==> src/rtl/rr_arbiter4.sv <==
// Four-way round-robin arbiter with registered grant, driving a downstream 4:1 mux select.
// Optional forced-release timeout is compiled in when RR_ARB4_TIMEOUT_EN is defined.
module rr_arbiter4 #(
    parameter int unsigned TIMEOUT_CYC = 15
) (
    input  logic       clk,
    input  logic       rst,
    input  logic [3:0] req,
    input  logic       ack,
    output logic       gnt_vld,
    output logic [1:0] sel,
    output logic [3:0] gnt,
    output logic       timeout
);

    typedef enum logic [0:0] {StIdle, StGrant} state_e;

    state_e     state_q, state_d;
    logic [1:0] ptr_q, ptr_d;
    logic [1:0] sel_q, sel_d;
    logic [3:0] gnt_q, gnt_d;
    logic       gnt_vld_q, gnt_vld_d;
    logic       release_grant;
    logic       expire;
    logic [1:0] arb_ptr;
    logic       arb_found;
    logic [1:0] arb_idx;

    if (TIMEOUT_CYC < 1 || TIMEOUT_CYC > 255) begin : g_bad_timeout_cyc
        $error("rr_arbiter4: TIMEOUT_CYC must be in 1..255");
    end

    // Returns {found, index} of the first set request searching from ptr upward, mod 4.
    function automatic logic [2:0] rr_pick(input logic [3:0] r, input logic [1:0] p);
        logic       found;
        logic [1:0] idx;
        logic [1:0] cand;
        found = 1'b0;
        idx   = 2'd0;
        for (int i = 0; i < 4; i++) begin
            cand = p + 2'(i);
            if (!found && r[cand]) begin
                found = 1'b1;
                idx   = cand;
            end
        end
        return {found, idx};
    endfunction

`ifdef RR_ARB4_TIMEOUT_EN
    logic [7:0] cnt_q, cnt_d;
    logic [7:0] cnt_inc;
    logic       timeout_q, timeout_d;

    assign cnt_inc = cnt_q + 8'd1;
    assign expire  = (state_q == StGrant) && !ack && (cnt_inc == 8'(TIMEOUT_CYC));
    assign timeout = timeout_q;
`else
    assign expire  = 1'b0;
    assign timeout = 1'b0;
`endif

    assign release_grant = (state_q == StGrant) && (ack || expire);

    // On release the search starts just past the winner being released.
    assign arb_ptr              = release_grant ? (sel_q + 2'd1) : ptr_q;
    assign {arb_found, arb_idx} = rr_pick(req, arb_ptr);

    always_comb begin
        state_d   = state_q;
        ptr_d     = ptr_q;
        sel_d     = sel_q;
        gnt_d     = gnt_q;
        gnt_vld_d = gnt_vld_q;
`ifdef RR_ARB4_TIMEOUT_EN
        cnt_d     = cnt_q;
        timeout_d = 1'b0;
`endif
        unique case (state_q)
            StIdle: begin
                gnt_vld_d = 1'b0;
                gnt_d     = 4'b0000;
                if (arb_found) begin
                    state_d   = StGrant;
                    sel_d     = arb_idx;
                    gnt_d     = 4'b0001 << arb_idx;
                    gnt_vld_d = 1'b1;
`ifdef RR_ARB4_TIMEOUT_EN
                    cnt_d     = 8'd0;
`endif
                end
            end
            StGrant: begin
                if (release_grant) begin
                    ptr_d = arb_ptr;
`ifdef RR_ARB4_TIMEOUT_EN
                    timeout_d = expire;
                    cnt_d     = 8'd0;
`endif
                    if (arb_found) begin
                        sel_d     = arb_idx;
                        gnt_d     = 4'b0001 << arb_idx;
                        gnt_vld_d = 1'b1;
                    end else begin
                        state_d   = StIdle;
                        gnt_d     = 4'b0000;
                        gnt_vld_d = 1'b0;
                    end
                end else begin
`ifdef RR_ARB4_TIMEOUT_EN
                    cnt_d = cnt_inc;
`endif
                end
            end
            default: begin
                state_d   = StIdle;
                gnt_d     = 4'b0000;
                gnt_vld_d = 1'b0;
            end
        endcase
    end

    always_ff @(posedge clk) begin
        if (rst) begin
            state_q   <= StIdle;
            ptr_q     <= 2'd0;
            sel_q     <= 2'd0;
            gnt_q     <= 4'b0000;
            gnt_vld_q <= 1'b0;
`ifdef RR_ARB4_TIMEOUT_EN
            cnt_q     <= 8'd0;
            timeout_q <= 1'b0;
`endif
        end else begin
            state_q   <= state_d;
            ptr_q     <= ptr_d;
            sel_q     <= sel_d;
            gnt_q     <= gnt_d;
            gnt_vld_q <= gnt_vld_d;
`ifdef RR_ARB4_TIMEOUT_EN
            cnt_q     <= cnt_d;
            timeout_q <= timeout_d;
`endif
        end
    end

    assign gnt_vld = gnt_vld_q;
    assign sel     = sel_q;
    assign gnt     = gnt_q;

endmodule

==> config.mk <==
export PLATFORM = sky130hd
export DESIGN_NAME = rr_arbiter4
export DESIGN_NICKNAME = d
export VERILOG_FILES = /design/src/rtl/rr_arbiter4.sv
export SDC_FILE = /design/constraint.sdc
export NUM_CORES = 1
export LEC_CHECK = 0
export BUFFER_PORTS_ARGS = -buffer_cell sky130_fd_sc_hd__buf_2
export CAP_MARGIN = 10
export CORE_AREA = 2 2 39 41
export DETAILED_ROUTE_END_ITERATION = 16
export DIE_AREA = 0 0 41 43
export SKIP_CTS_REPAIR_TIMING = 1
export SLEW_MARGIN = 20
export SYNTH_ARGS = -nofsm -noshare
export SYNTH_HDL_FRONTEND = slang
export SYNTH_SLANG_ARGS = --single-unit
==> constraint.sdc <==
create_clock -name clk -period 4.5 [get_ports clk]
set_clock_uncertainty 0.1 [all_clocks]
set_input_delay 0.225 -clock clk [delete_from_list [all_inputs] [get_ports clk]]
set_output_delay 0.225 -clock clk [all_outputs]
set_load 0.1 [all_outputs]
==> results by group, run 1 <==
Clocking
  • Clock Pin Slew Worst Setup and Hold Paths: 0.06 ns
  • Clock Latency Late Sink: 0.27 ns
  • Max clock buf depth: 2
  • CTS buffer count: 3
  • H-tree lvl count: 1
  • Num Clock Sinks: 10
  • CTS tree: yes
  • CTS Root Cell: clkbuf_4

Setup path
  • Cell chain of the critical path: xnor2_1 > a21oi_1 > or4_1 > and3_4 > o41ai_1
  • Critical path endpoint category: flip-flop
  • Critical path's slowest cell: or4_1
  • Buf+Inv Stages, Crit Path: 0
  • Critical-path maximum fanout: 6
  • Worst path top cell family by delay: simple AND/OR/NAND/NOR gates
  • Crit path launch type: flip-flop
  • CP required: 4.57 ns
  • Max incr delay on CP: 0.51 ns
  • CP Data Arrival Time: 2.06 ns
  • CP Class: flip-flop to flip-flop

STA
  • Fin crit share: 0.4420
  • Final hold vios: 0
  • RSZ-0062 raised after global routing: no
  • F_max: 502.8 MHz
  • Minimum clock period: between 1.5 and 2 ns
  • Setup-failing EPs final: 0
  • Final Max Tran Viols: 0
  • Final worst slack: 2.511 ns
  • Setup tns final: 0 ns
  • Final hold slack: around 0.14 ns

Synth
  • Cell Area, Synth: 488.0 um^2
  • Top post-synthesis cells by area: dfxtp_1 41%, o41ai_1 5.4%, a21oi_1 4.1%
  • Yosys warns: 0
  • Post-synthesis cell type count: 30
  • Syn Area/Cell: between 8 and 9 um^2
  • Seq/Total Area, Yosys: 0.4103
  • Syn_nets: 62
  • Cells after Synth: 55
  • Area leader, netlist: dfxtp_1
  • #FFs+latches synth: 10
  • Yosys top cell area share: 0.4103

Route
  • Metal2 WL: between 400 and 500 um
  • Residual DRC count: 0
  • DR top layer: met4
  • WL final: 1109 um
  • Met1 wire length: 531 um
  • Via-per-instance ratio: 5.575
  • Via Count: 485
  • Drt first pass iters: 4
  • Met3 WL: 87 um
  • WL/cell: 12.75 um
  • Initial drt markers: 9
  • ANT nets after route: 0

Floorplanning
  • Core Rows: 14
  • Die height: roughly 43 um
  • Die width: 41 um
  • Die area: 1763 um^2
  • Ports: 15
  • Core area: 1384 um^2
  • Initial Utilization: 0.3526

Global routing
  • GRT Total Usage: 0.1431
  • First-pass GRT wire length: 1662 um
  • Number of antenna violations at the first check in global routing: 0
  • Largest net degree at the start of global routing: 11
  • Vias in the first global route: roughly 400
  • GR Overflow Total: 0

Place
  • Setup WS pre-CTS: 2.518 ns
  • Dpl cells: 83
  • RePlAce Congestion: 0.6936
  • Placement Cell Area: 569.3 um^2
  • Post-DP HPWL: 834.6 um
  • IO Port Bufs: 13

Layout
  • Design area: a little over 600 um^2
  • Most common cell after layout, fill and taps aside: buf_2
  • Post-layout net count: 79
  • Final cell count without fillers: between 80 and 90
  • Share of cells above drive strength 1: 0.2958
  • # diodes: 0
  • Util after Layout: 0.4376
  • Commonest cells after routing, fill and taps aside: 13 x buf_2, 10 x dfxtp_1, 5 x nor2_1
  • Area growth syn-to-layout: 24.10%

Power
  • Pint: ~170 uW
  • Sequential group share of total power: 0.374
  • Comb pwr share: 0.332
  • PwrDens: approximately 450 nW/um^2
  • Leakage power: between 0.2 and 0.3 nW
  • Clock Power Share: 0.295
  • Net Sw Frac: 0.3874
  • Sw power: about 110 uW
  • Worst VDD drop: 0.1850 mV
  • Final total power: 273.2 uW

Outcome
  • Status: finished, final reports clean

Hold path
  • Tightest Hold Check Type: input port to flip-flop

Run
  • MaxCap Viol Count: 0
-- registers in the layout, indices dropped and copies added, names as in the netlist --
name and flops:
sel 2, ptr_q 2, gnt 4, state_q 1, gnt_vld 1
-- cell usage after synthesis (all sizes together) --
| cell type | count |
|---|---|
| dfxtp | 10 |
| nor2 | 5 |
| a21oi | 4 |
| nand2 | 3 |
| o41ai | 3 |
| a32o | 2 |
| and3 | 2 |
| nand2b | 2 |
| nand3 | 2 |
| nand3b | 2 |
| o21ai | 2 |
| a211oi | 1 |
| a31oi | 1 |
| and2 | 1 |
| buf | 1 |
| clkbuf | 1 |
| conb | 1 |
| inv | 1 |
| mux2i | 1 |
| nand4 | 1 |
| nand4b | 1 |
| nor2b | 1 |
| nor3 | 1 |
| o21a | 1 |
| o22a | 1 |
| o31ai | 1 |
| or2b | 1 |
| or4 | 1 |
| xnor2 | 1 |
-- cell type report --
type | count | area, um^2
clock buffers | 4 | 36.28
multi-input cells | 42 | 272.8
repair buffers | 14 | 72.57
well taps | 16 | 20.02
inverters | 1 | 3.754
fillers | 147 | 778.2
flip-flops and latches | 10 | 200.2
-- logic make-up (layout without fill, tap and decap cells) --
logic type      count (synthesis)  count (layout)  share of synthesized area
compound gates                 16              16                     0.2334
simple gates                   23              23                     0.2795
other cells                     1               1                   0.007685
buf+inv                         3              19                    0.03076
xor+xnor                        1               1                    0.01795
flops                          10              10                     0.4103
mux                             1               1                    0.02051
-- routing by layer --
layer  track usage  vias up
met4        0.1000        0
met5             0        -
met2        0.2063       17
li1              -      241
met1        0.1759      225
met3       0.03665        2
-- power groups by stage --
| stage | registers [mW] | logic (mW) | clock network [mW] |
|---|---|---|---|
| 2_1_floorplan | 0.145 | 0.0324 | 0 |
| 3_3_place_gp | 0.104 | 0.0906 | 0 |
| 3_5_place_dp | 0.104 | 0.0906 | 0 |
| 6_report | 0.102 | 0.0906 | 0.0805 |
| 5_1_grt | 0.103 | 0.0968 | 0.0878 |
| 4_1_cts | 0.102 | 0.0909 | 0.0830 |
-- final timing paths --
check            to  cells past startpoint  startpoint  slack, ns
max reg2reg  gnt[2]                      5      sel[0]       2.51
max          gnt[2]                      5      sel[0]       2.51
min reg2reg  gnt[3]                      2      gnt[3]       0.35
min          sel[0]                      2         rst       0.14
(Power assumes the default switching activity.)
==> run 2, diff against run 1 <==
==> constraint.sdc (replaced) <==
create_clock -name clk -period 2 [get_ports clk]
set_clock_uncertainty 0.1 [all_clocks]
set_input_delay 0.1 -clock clk [delete_from_list [all_inputs] [get_ports clk]]
set_output_delay 0.1 -clock clk [all_outputs]
set_load 0.1 [all_outputs]
==> results by group, run 2 (synthesis gave the netlist of run 1 again) <==
Outcome
  • Status: finished, final reports clean

Run
  • MaxCap Viol Count: 0

Route
  • WL final: 1189 um
  • WL/cell: about 14 um
  • ANT nets after route: 0
  • Residual DRC count: 0
  • Initial drt markers: 16
  • Via Count: 507
  • Drt first pass iters: 4
  • Via-per-instance ratio: around 5.8

Clocking
  • Max clock buf depth: 2
  • H-tree lvl count: 1
  • Clock Latency Late Sink: 0.28 ns
  • CTS tree: yes
  • CTS Root Cell: clkbuf_4
  • CTS buffer count: 3
  • Clock Pin Slew Worst Setup and Hold Paths: roughly 0.07 ns
  • Num Clock Sinks: 10

STA
  • Final hold vios: 0
  • Final worst slack: 0.1023 ns
  • Setup tns final: 0 ns
  • F_max: 527.0 MHz
  • Minimum clock period: about 1.9 ns
  • Setup-failing EPs final: 0
  • Normalized max-slew margin: 0.2979
  • Final Max Tran Viols: 0
  • Worst slew pin tran: 1.040 ns
  • Fin crit share: 0.9489
  • Final hold slack: ~0.0049 ns
  • RSZ-0062 raised after global routing: no

Place
  • Post-DP HPWL: slightly above 800 um
  • IO Port Bufs: 13
  • Setup WS pre-CTS: 0.1178 ns
  • RePlAce Congestion: 0.8319

Power
  • Worst VDD drop: 0.3915 mV
  • Leakage power: 0.2525 nW
  • PwrDens: 963.2 nW/um^2

Floorplanning
  • Ports: 15
  • Core Rows: 14
  • Die height: approximately 43 um
  • Core area: 1384 um^2
  • Initial Utilization: 0.3526
  • Die area: 1763 um^2
  • Die width: around 41 um

Layout
  • Commonest cells after routing, fill and taps aside: 13 x buf_2, 7 x dfxtp_1, 5 x nor2_1
  • Area growth syn-to-layout: 25.38%
  • Share of cells above drive strength 1: 0.3380
  • Post-layout net count: 79
  • Util after Layout: 0.4421
  • Fillers: 144
  • Number of flip-flops in the largest register: 4
  • # diodes: 0
  • Most common cell after layout, fill and taps aside: buf_2

Global routing
  • Vias in the first global route: 435
  • First-pass GRT wire length: 1876 um
  • GRT Total Usage: 0.1586
  • GR Overflow Total: 0
  • Largest net degree at the start of global routing: 11
  • Number of antenna violations at the first check in global routing: 0

Hold path
  • Min-delay src: rst
  • Tightest Hold Check Type: input port to flip-flop

Setup path
  • Crit path launch type: flip-flop
  • CP Class: flip-flop to flip-flop
  • RR Startpoint: state_q
  • Critical path endpoint category: flip-flop
  • Critical-path maximum fanout: 5
  • CP required: 2.08 ns
  • CP Data Arrival Time: 1.97 ns
  • Crit path from: state_q
## run 2: path summary, 6_finish.rpt
| kind | to | slack (ns) | depth (start not counted) |
|---|---|---|---|
| worst min register to register | gnt[3] | 0.35 | 2 |
| worst min-delay path | sel[0] | 0.005 | 2 |
| worst max-delay path | gnt[3] | 0.10 | 5 |
| worst max register to register | gnt[3] | 0.10 | 5 |
## run 2: worst max-delay path, cell delays in order, from the launching register on
cell and delay (ns):
dfxtp_2 0.34, and2_4 0.17, mux2i_1 0.16, or4_1 0.53
and3_4 0.19, o41ai_1 0.31
## run 2: power by group
part,internal [mW],switching [mW],leakage (nW)
clock,0.0724,0.0766,0.0154
sequential,0.218,0.0134,0.0840
combinational,0.0510,0.158,0.153
total,0.341,0.248,0.252
## run 2: per-layer routing
layer	GRT usage	wire length, um	share of wire
met4	0.1000	36	0.030
met5	0	0	0
met3	0.03141	66	0.056
met1	0.2197	553	0.47
met2	0.2156	532	0.45
## run 2: final cells by class
cell class | instances | area (um^2) | area share
repair buffers | 14 | 72.57 | 0.1186
well taps | 16 | 20.02 | 0.03272
inverters | 1 | 3.754 | 0.006135
flip-flops and latches | 10 | 209.0 | 0.3415
clock inverters | 1 | 3.754 | 0.006135
multi-input cells | 42 | 280.3 | 0.4581
clock buffers | 3 | 22.52 | 0.03681
## run 2: per-stage QoR
step | instances | area [um^2] | total power [mW]
after floorplan | 55 | 495.5 | 0.4009
after global placement | 83 | 576.8 | 0.4399
after detailed placement | 83 | 576.8 | 0.4395
after CTS | 87 | 603.1 | 0.5848
after global routing | 87 | 611.8 | 0.6155
final | 87 | 611.8 | 0.5893
